$ cat src/rtl/varredura_matriz.sv
// varredura_matriz: row-multiplexed 8x8 LED scanner for the ball/paddle game.
// Define PLACAR_EN to add a score bar on rows 3 and 4 of the lose screen.
module varredura_matriz #(
   parameter int DIV_SCAN     = 1000,
   parameter int BLINK_FRAMES = 32
) (
   input  logic       clk,
   input  logic       reset,
   input  logic [2:0] posx,
   input  logic [2:0] posy,
   input  logic [2:0] raquete_cima,
   input  logic [2:0] raquete_baixo,
   input  logic       perdeu,
   input  logic       ganhou,
   input  logic [2:0] pontos,
   output logic [7:0] linha,
   output logic [7:0] coluna,
   output logic       quadro
);

   localparam int PW = (DIV_SCAN > 1) ? $clog2(DIV_SCAN) : 1;
   localparam int BW = (BLINK_FRAMES > 1) ? $clog2(BLINK_FRAMES) : 1;
   localparam logic [PW-1:0] PRESC_MAX = PW'(DIV_SCAN - 1);
   localparam logic [BW-1:0] BLINK_MAX = BW'(BLINK_FRAMES - 1);

   typedef enum logic [1:0] {
      JOGO   = 2'd0,
      PERDEU = 2'd1,
      GANHOU = 2'd2
   } estado_t;

   estado_t       estado_q, estado_d;
   logic [PW-1:0] presc_q, presc_d;
   logic [2:0]    row_q, row_d;
   logic [BW-1:0] blink_q, blink_d;
   logic          fase_q, fase_d;
   logic          carga_q, carga_d;
   logic [2:0]    px_q, px_d;
   logic [2:0]    py_q, py_d;
   logic [2:0]    rc_q, rc_d;
   logic [2:0]    rb_q, rb_d;
   logic [7:0]    linha_q, linha_d;
   logic [7:0]    coluna_q, coluna_d;
   logic          quadro_q, quadro_d;

   logic          fim_linha;
   logic          fronteira;
   logic          carrega;
   logic [2:0]    rc1;
   logic [2:0]    rb1;
   logic [7:0]    jogo_pat;
   logic [7:0]    pat;

`ifdef PLACAR_EN
   logic [2:0]    pts_q, pts_d;
   logic [7:0]    barra;
`else
   logic          unused_pontos;
   assign unused_pontos = ^pontos;
`endif

   assign rc1 = rc_q + 3'd1;
   assign rb1 = rb_q + 3'd1;

   always_comb begin
      jogo_pat = 8'h00;
      if (row_q == py_q)
         jogo_pat = jogo_pat | (8'd1 << px_q);
      if (row_q == 3'd7)
         jogo_pat = jogo_pat | (8'd1 << rc_q) | (8'd1 << rc1);
      if (row_q == 3'd0)
         jogo_pat = jogo_pat | (8'd1 << rb_q) | (8'd1 << rb1);
   end

`ifdef PLACAR_EN
   always_comb begin
      unique case (pts_q)
         3'd0:    barra = 8'h00;
         3'd1:    barra = 8'h01;
         3'd2:    barra = 8'h03;
         3'd3:    barra = 8'h07;
         3'd4:    barra = 8'h0F;
         default: barra = 8'h1F;
      endcase
   end
`endif

   always_comb begin
      pat = jogo_pat;
      unique case (estado_q)
         JOGO: pat = jogo_pat;
         PERDEU: begin
            pat = fase_q ? jogo_pat : 8'h00;
`ifdef PLACAR_EN
            if (row_q == 3'd3 || row_q == 3'd4)
               pat = pat | barra;
`endif
         end
         // checkerboard: row parity against fase picks the phase
         GANHOU:  pat = (row_q[0] ^ ~fase_q) ? 8'hAA : 8'h55;
         default: pat = jogo_pat;
      endcase
   end

   always_comb begin
      fim_linha = (presc_q == PRESC_MAX);
      fronteira = fim_linha && (row_q == 3'd7);
      carrega   = carga_q || fronteira;

      presc_d  = fim_linha ? '0 : presc_q + 1'b1;
      row_d    = fim_linha ? row_q + 3'd1 : row_q;
      blink_d  = blink_q;
      fase_d   = fase_q;
      estado_d = estado_q;
      carga_d  = 1'b0;
      px_d     = px_q;
      py_d     = py_q;
      rc_d     = rc_q;
      rb_d     = rb_q;
`ifdef PLACAR_EN
      pts_d    = pts_q;
`endif

      if (fronteira) begin
         if (blink_q == BLINK_MAX) begin
            blink_d = '0;
            fase_d  = ~fase_q;
         end else begin
            blink_d = blink_q + 1'b1;
         end
      end

      if (carrega) begin
         px_d = posx;
         py_d = posy;
         rc_d = raquete_cima;
         rb_d = raquete_baixo;
`ifdef PLACAR_EN
         pts_d = pontos;
`endif
         unique case (estado_q)
            JOGO: begin
               if (ganhou)
                  estado_d = GANHOU;
               else if (perdeu)
                  estado_d = PERDEU;
            end
            PERDEU: begin
               if (ganhou)
                  estado_d = GANHOU;
            end
            GANHOU:  estado_d = GANHOU;
            default: estado_d = JOGO;
         endcase
      end

      // snapshot is not valid yet during the load cycle
      linha_d  = carga_q ? 8'h00 : (8'd1 << row_q);
      coluna_d = carga_q ? 8'hFF : ~pat;
      quadro_d = fronteira;
   end

   always_ff @(posedge clk) begin
      if (!reset) begin
         presc_q  <= '0;
         row_q    <= 3'd0;
         blink_q  <= '0;
         fase_q   <= 1'b1;
         estado_q <= JOGO;
         carga_q  <= 1'b1;
         px_q     <= 3'd0;
         py_q     <= 3'd0;
         rc_q     <= 3'd0;
         rb_q     <= 3'd0;
`ifdef PLACAR_EN
         pts_q    <= 3'd0;
`endif
         linha_q  <= 8'h00;
         coluna_q <= 8'hFF;
         quadro_q <= 1'b0;
      end else begin
         presc_q  <= presc_d;
         row_q    <= row_d;
         blink_q  <= blink_d;
         fase_q   <= fase_d;
         estado_q <= estado_d;
         carga_q  <= carga_d;
         px_q     <= px_d;
         py_q     <= py_d;
         rc_q     <= rc_d;
         rb_q     <= rb_d;
`ifdef PLACAR_EN
         pts_q    <= pts_d;
`endif
         linha_q  <= linha_d;
         coluna_q <= coluna_d;
         quadro_q <= quadro_d;
      end
   end

   assign linha  = linha_q;
   assign coluna = coluna_q;
   assign quadro = quadro_q;

endmodule

$ cat config.mk
export PLATFORM = sky130hd
export DESIGN_NAME = varredura_matriz
export DESIGN_NICKNAME = d
export VERILOG_FILES = /design/src/rtl/varredura_matriz.sv
export SDC_FILE = /design/constraint.sdc
export NUM_CORES = 1
export LEC_CHECK = 0
export ABC_AREA = 1
export CORE_AREA = 2 2 77 79
export CTS_BUF_LIST = sky130_fd_sc_hd__clkbuf_2
export DETAILED_ROUTE_END_ITERATION = 12
export DIE_AREA = 0 0 79 81
export PLACE_DENSITY_LB_ADDON = 0.05
export SLEW_MARGIN = 15
export SYNTH_ARGS = -nofsm -noshare
export SYNTH_HDL_FRONTEND = slang
export SYNTH_SLANG_ARGS = --single-unit
$ cat constraint.sdc
create_clock -name clk -period 1.4 [get_ports clk]
set_input_delay 0.28 -clock clk [delete_from_list [all_inputs] [get_ports clk]]
set_output_delay 0.28 -clock clk [all_outputs]
set_load 0.05 [all_outputs]
==> out/results.txt <==
Status: finished, final reports clean
Worst setup margin: 0.0209 ns
Tmin final: 1.38 ns
CP max FO: 8
Buffers on Ports: 32
Startpoint types: flop
Synth Net Count: 448
Top Ports: 36
Final hold viol count: 0
Initial Util: 49.3%
Crit path from: row_q[1]
Clock Path Buffers: 2
Gr usage total: 20.2%
Row cnt: 28
Slew Viols, Final: 0
Proportion of synthesized chip area in sequential cells: 36.5%
Final setup viols: 0
WS Path Type: reg -> reg
Avg Cell Area, Syn: 6.77 sq um
Most common cell after layout, fill and taps aside: nand2_1
Final core occ: 68.8%
Drt wl/cell: 11.4 microns
Root Buffer: clkbuf_2
DRC errors left: 0
Cell Pwr Density: 719 nW/um^2
HP Class: in -> reg
DPL Wire Length: 4670 microns
First-iteration detailed-routing DRC count: 161
Clock skew: 0.0202 ns
H-Tree Level Count: 2
Antenna viol nets, final: 0
Crit Reg-Reg Startpoint: row_q[1]
Pleak: 1.78 nW
Hold Crit Start: raquete_baixo[1]
Die area: 6400 sq um
CP endpoint kind: flop
NumNets Final: 513
Vias in the first global route: 2469
Layout cells sized above 1: 30.5%
Worst Path Arrival: 1.73 ns
Setup TNS: 0 ns
Layout fillers: 503
Core footprint: 5680 sq um
Vias/cell: 4.95
Max transition margin: 83.0%
Setup Slack @ Placement: -0.102 ns
Worst VDD drop: 482 uV
Final Power: 0.00281 W
Largest net degree at the start of global routing: 17
Cell area after layout: 3910 sq um
Die W: 79 microns
Aggregate routed wire length: 6330 microns
Post-synth cell types: 29
Reg clk slew, reported paths: 0.26 ns
Number of buffers created by CTS: 5
Placer congestion estimate: 0.908
CTS Hold Bufs: 0
Layout Area Growth over Synthesis: 39.6%
Cell Area, Synth: 2800 sq um
Initial antenna violation count: 0
Final period util: 98.5%
CTS sink cnt: 51
TritonCTS clock tree: built
Slew @ Worst Pin: 0.255 ns
Later-pin clock latency in the skew report: 0.43 ns
Yosys reg bits: 51
Max Cap Viol: 0
Number of cells on the worst hold path: 3
First-pass GRT wire length: 10300 microns
Inserted Diodes: 0
Reg2Reg Depth: 7
Cell count after synthesis: 413
GRT overflow: 0
Die height: 81 microns
Vias: 2745
Yosys warns: 0
Most frequent cells in the layout: nand2_1, inv_1, nor2_1, dfxtp_1, buf_4
Worst EP required: 1.75 ns
Peak Freq: 0.725 GHz
RSZ-0062 raised after global routing: yes
DRT Pass-1 Iters: 5
Placement Cell Area: 3600 sq um
[cell families after synthesis]
group / share of synthesized area, %
AO/OA/AOI/OAI: 6.44
flip-flops: 36.5
adder cells (fa/ha/maj): 7.16
buffers and inverters: 9.44
XOR/XNOR: 0.940
AND/OR/NAND/NOR: 39.5
[worst paths after layout]
check / endpoint / slack, ns
hold reg to reg: blink_q[4] / 0.49
hold / removal: rb_q[1] / 0.39
setup reg to reg: estado_q[1] / 0.02
setup / recovery: estado_q[1] / 0.02
[sequential cells by signal, indices dropped and copies added (netlist names), 2 cells and up]
name	flops
blink_q	5
coluna	8
estado_q	2
linha	8
presc_q	10
px_q	3
py_q	3
rb_q	3
rc_q	3
row_q	3
[worst max-delay path, cell delays in order, from the launching register on]
cell and delay, ns:
dfxtp_4 0.42, ha_4 0.17, ha_4 0.18, nand4_4 0.11, nand2_4 0.09, clkbuf_16 0.18
a21oi_2 0.11, nor2_1 0.05
[metrics by stage]
step           hold slack, ns  instances
3_5_place_dp            0.463        540
5_1_grt                 0.383        554
4_1_cts                 0.387        550
6_report                0.386        554
2_1_floorplan           0.382        413
3_3_place_gp            0.457        540
[power breakdown]
part	leakage, nW	switching [W]	internal, W	total [W]
logic	1.32	0.000363	0.000289	0.000652
clock network	0.0306	0.000462	0.000130	0.000592
registers	0.423	0.0000517	0.00151	0.00156
[per-layer routing]
| layer | share of wire (%) | global-route usage (%) | vias to the layer above |
|---|---|---|---|
| li1 | - | - | 1430 |
| met1 | 44 | 24.3 | 1231 |
| met5 | 0 | 0 | - |
| met4 | 1.7 | 6.55 | 0 |
| met3 | 3.9 | 4.22 | 14 |
| met2 | 50 | 36.1 | 70 |
[Yosys cell counts (all sizes together)]
| cell | n | area [sq um] |
|---|---|---|
| nand2 | 126 | 493 |
| nor2 | 59 | 272 |
| inv | 54 | 203 |
| dfxtp | 51 | 1020 |
| nand3 | 33 | 165 |
| a21oi | 17 | 85.1 |
| ha | 16 | 200 |
| o21ai | 16 | 80.1 |
| nand4 | 12 | 90.1 |
| buf | 9 | 57.6 |
| nor3 | 9 | 50.1 |
| nand3b | 2 | 15.0 |
| xnor2 | 2 | 17.5 |
| a22oi | 1 | 7.51 |
| and3 | 1 | 6.26 |
| clkbuf | 1 | 3.75 |
| nor3b | 1 | 7.51 |
| o21a | 1 | 7.51 |
| or2 | 1 | 6.26 |
| xor2 | 1 | 8.76 |
[cell type report]
cell class	count	area (sq um)	share of cell area, %
clock buffer	6	30.0	0.769
sequential	51	1040	26.7
inverter	54	215	5.51
timing repair buffer	68	811	20.8
tap	75	93.8	2.40
clock inverter	2	12.5	0.320
multi-input combinational	298	1700	43.5
[what timing repair did]
action	in CTS	in global routing
gates cloned	0	1
endpoints found under the setup margin	29	34
buffers inserted	2	3
pin swaps	2	15
resized for setup	15	57
hold endpoints to repair	0	0
Note: power is estimated with default switching activity, not from simulation.
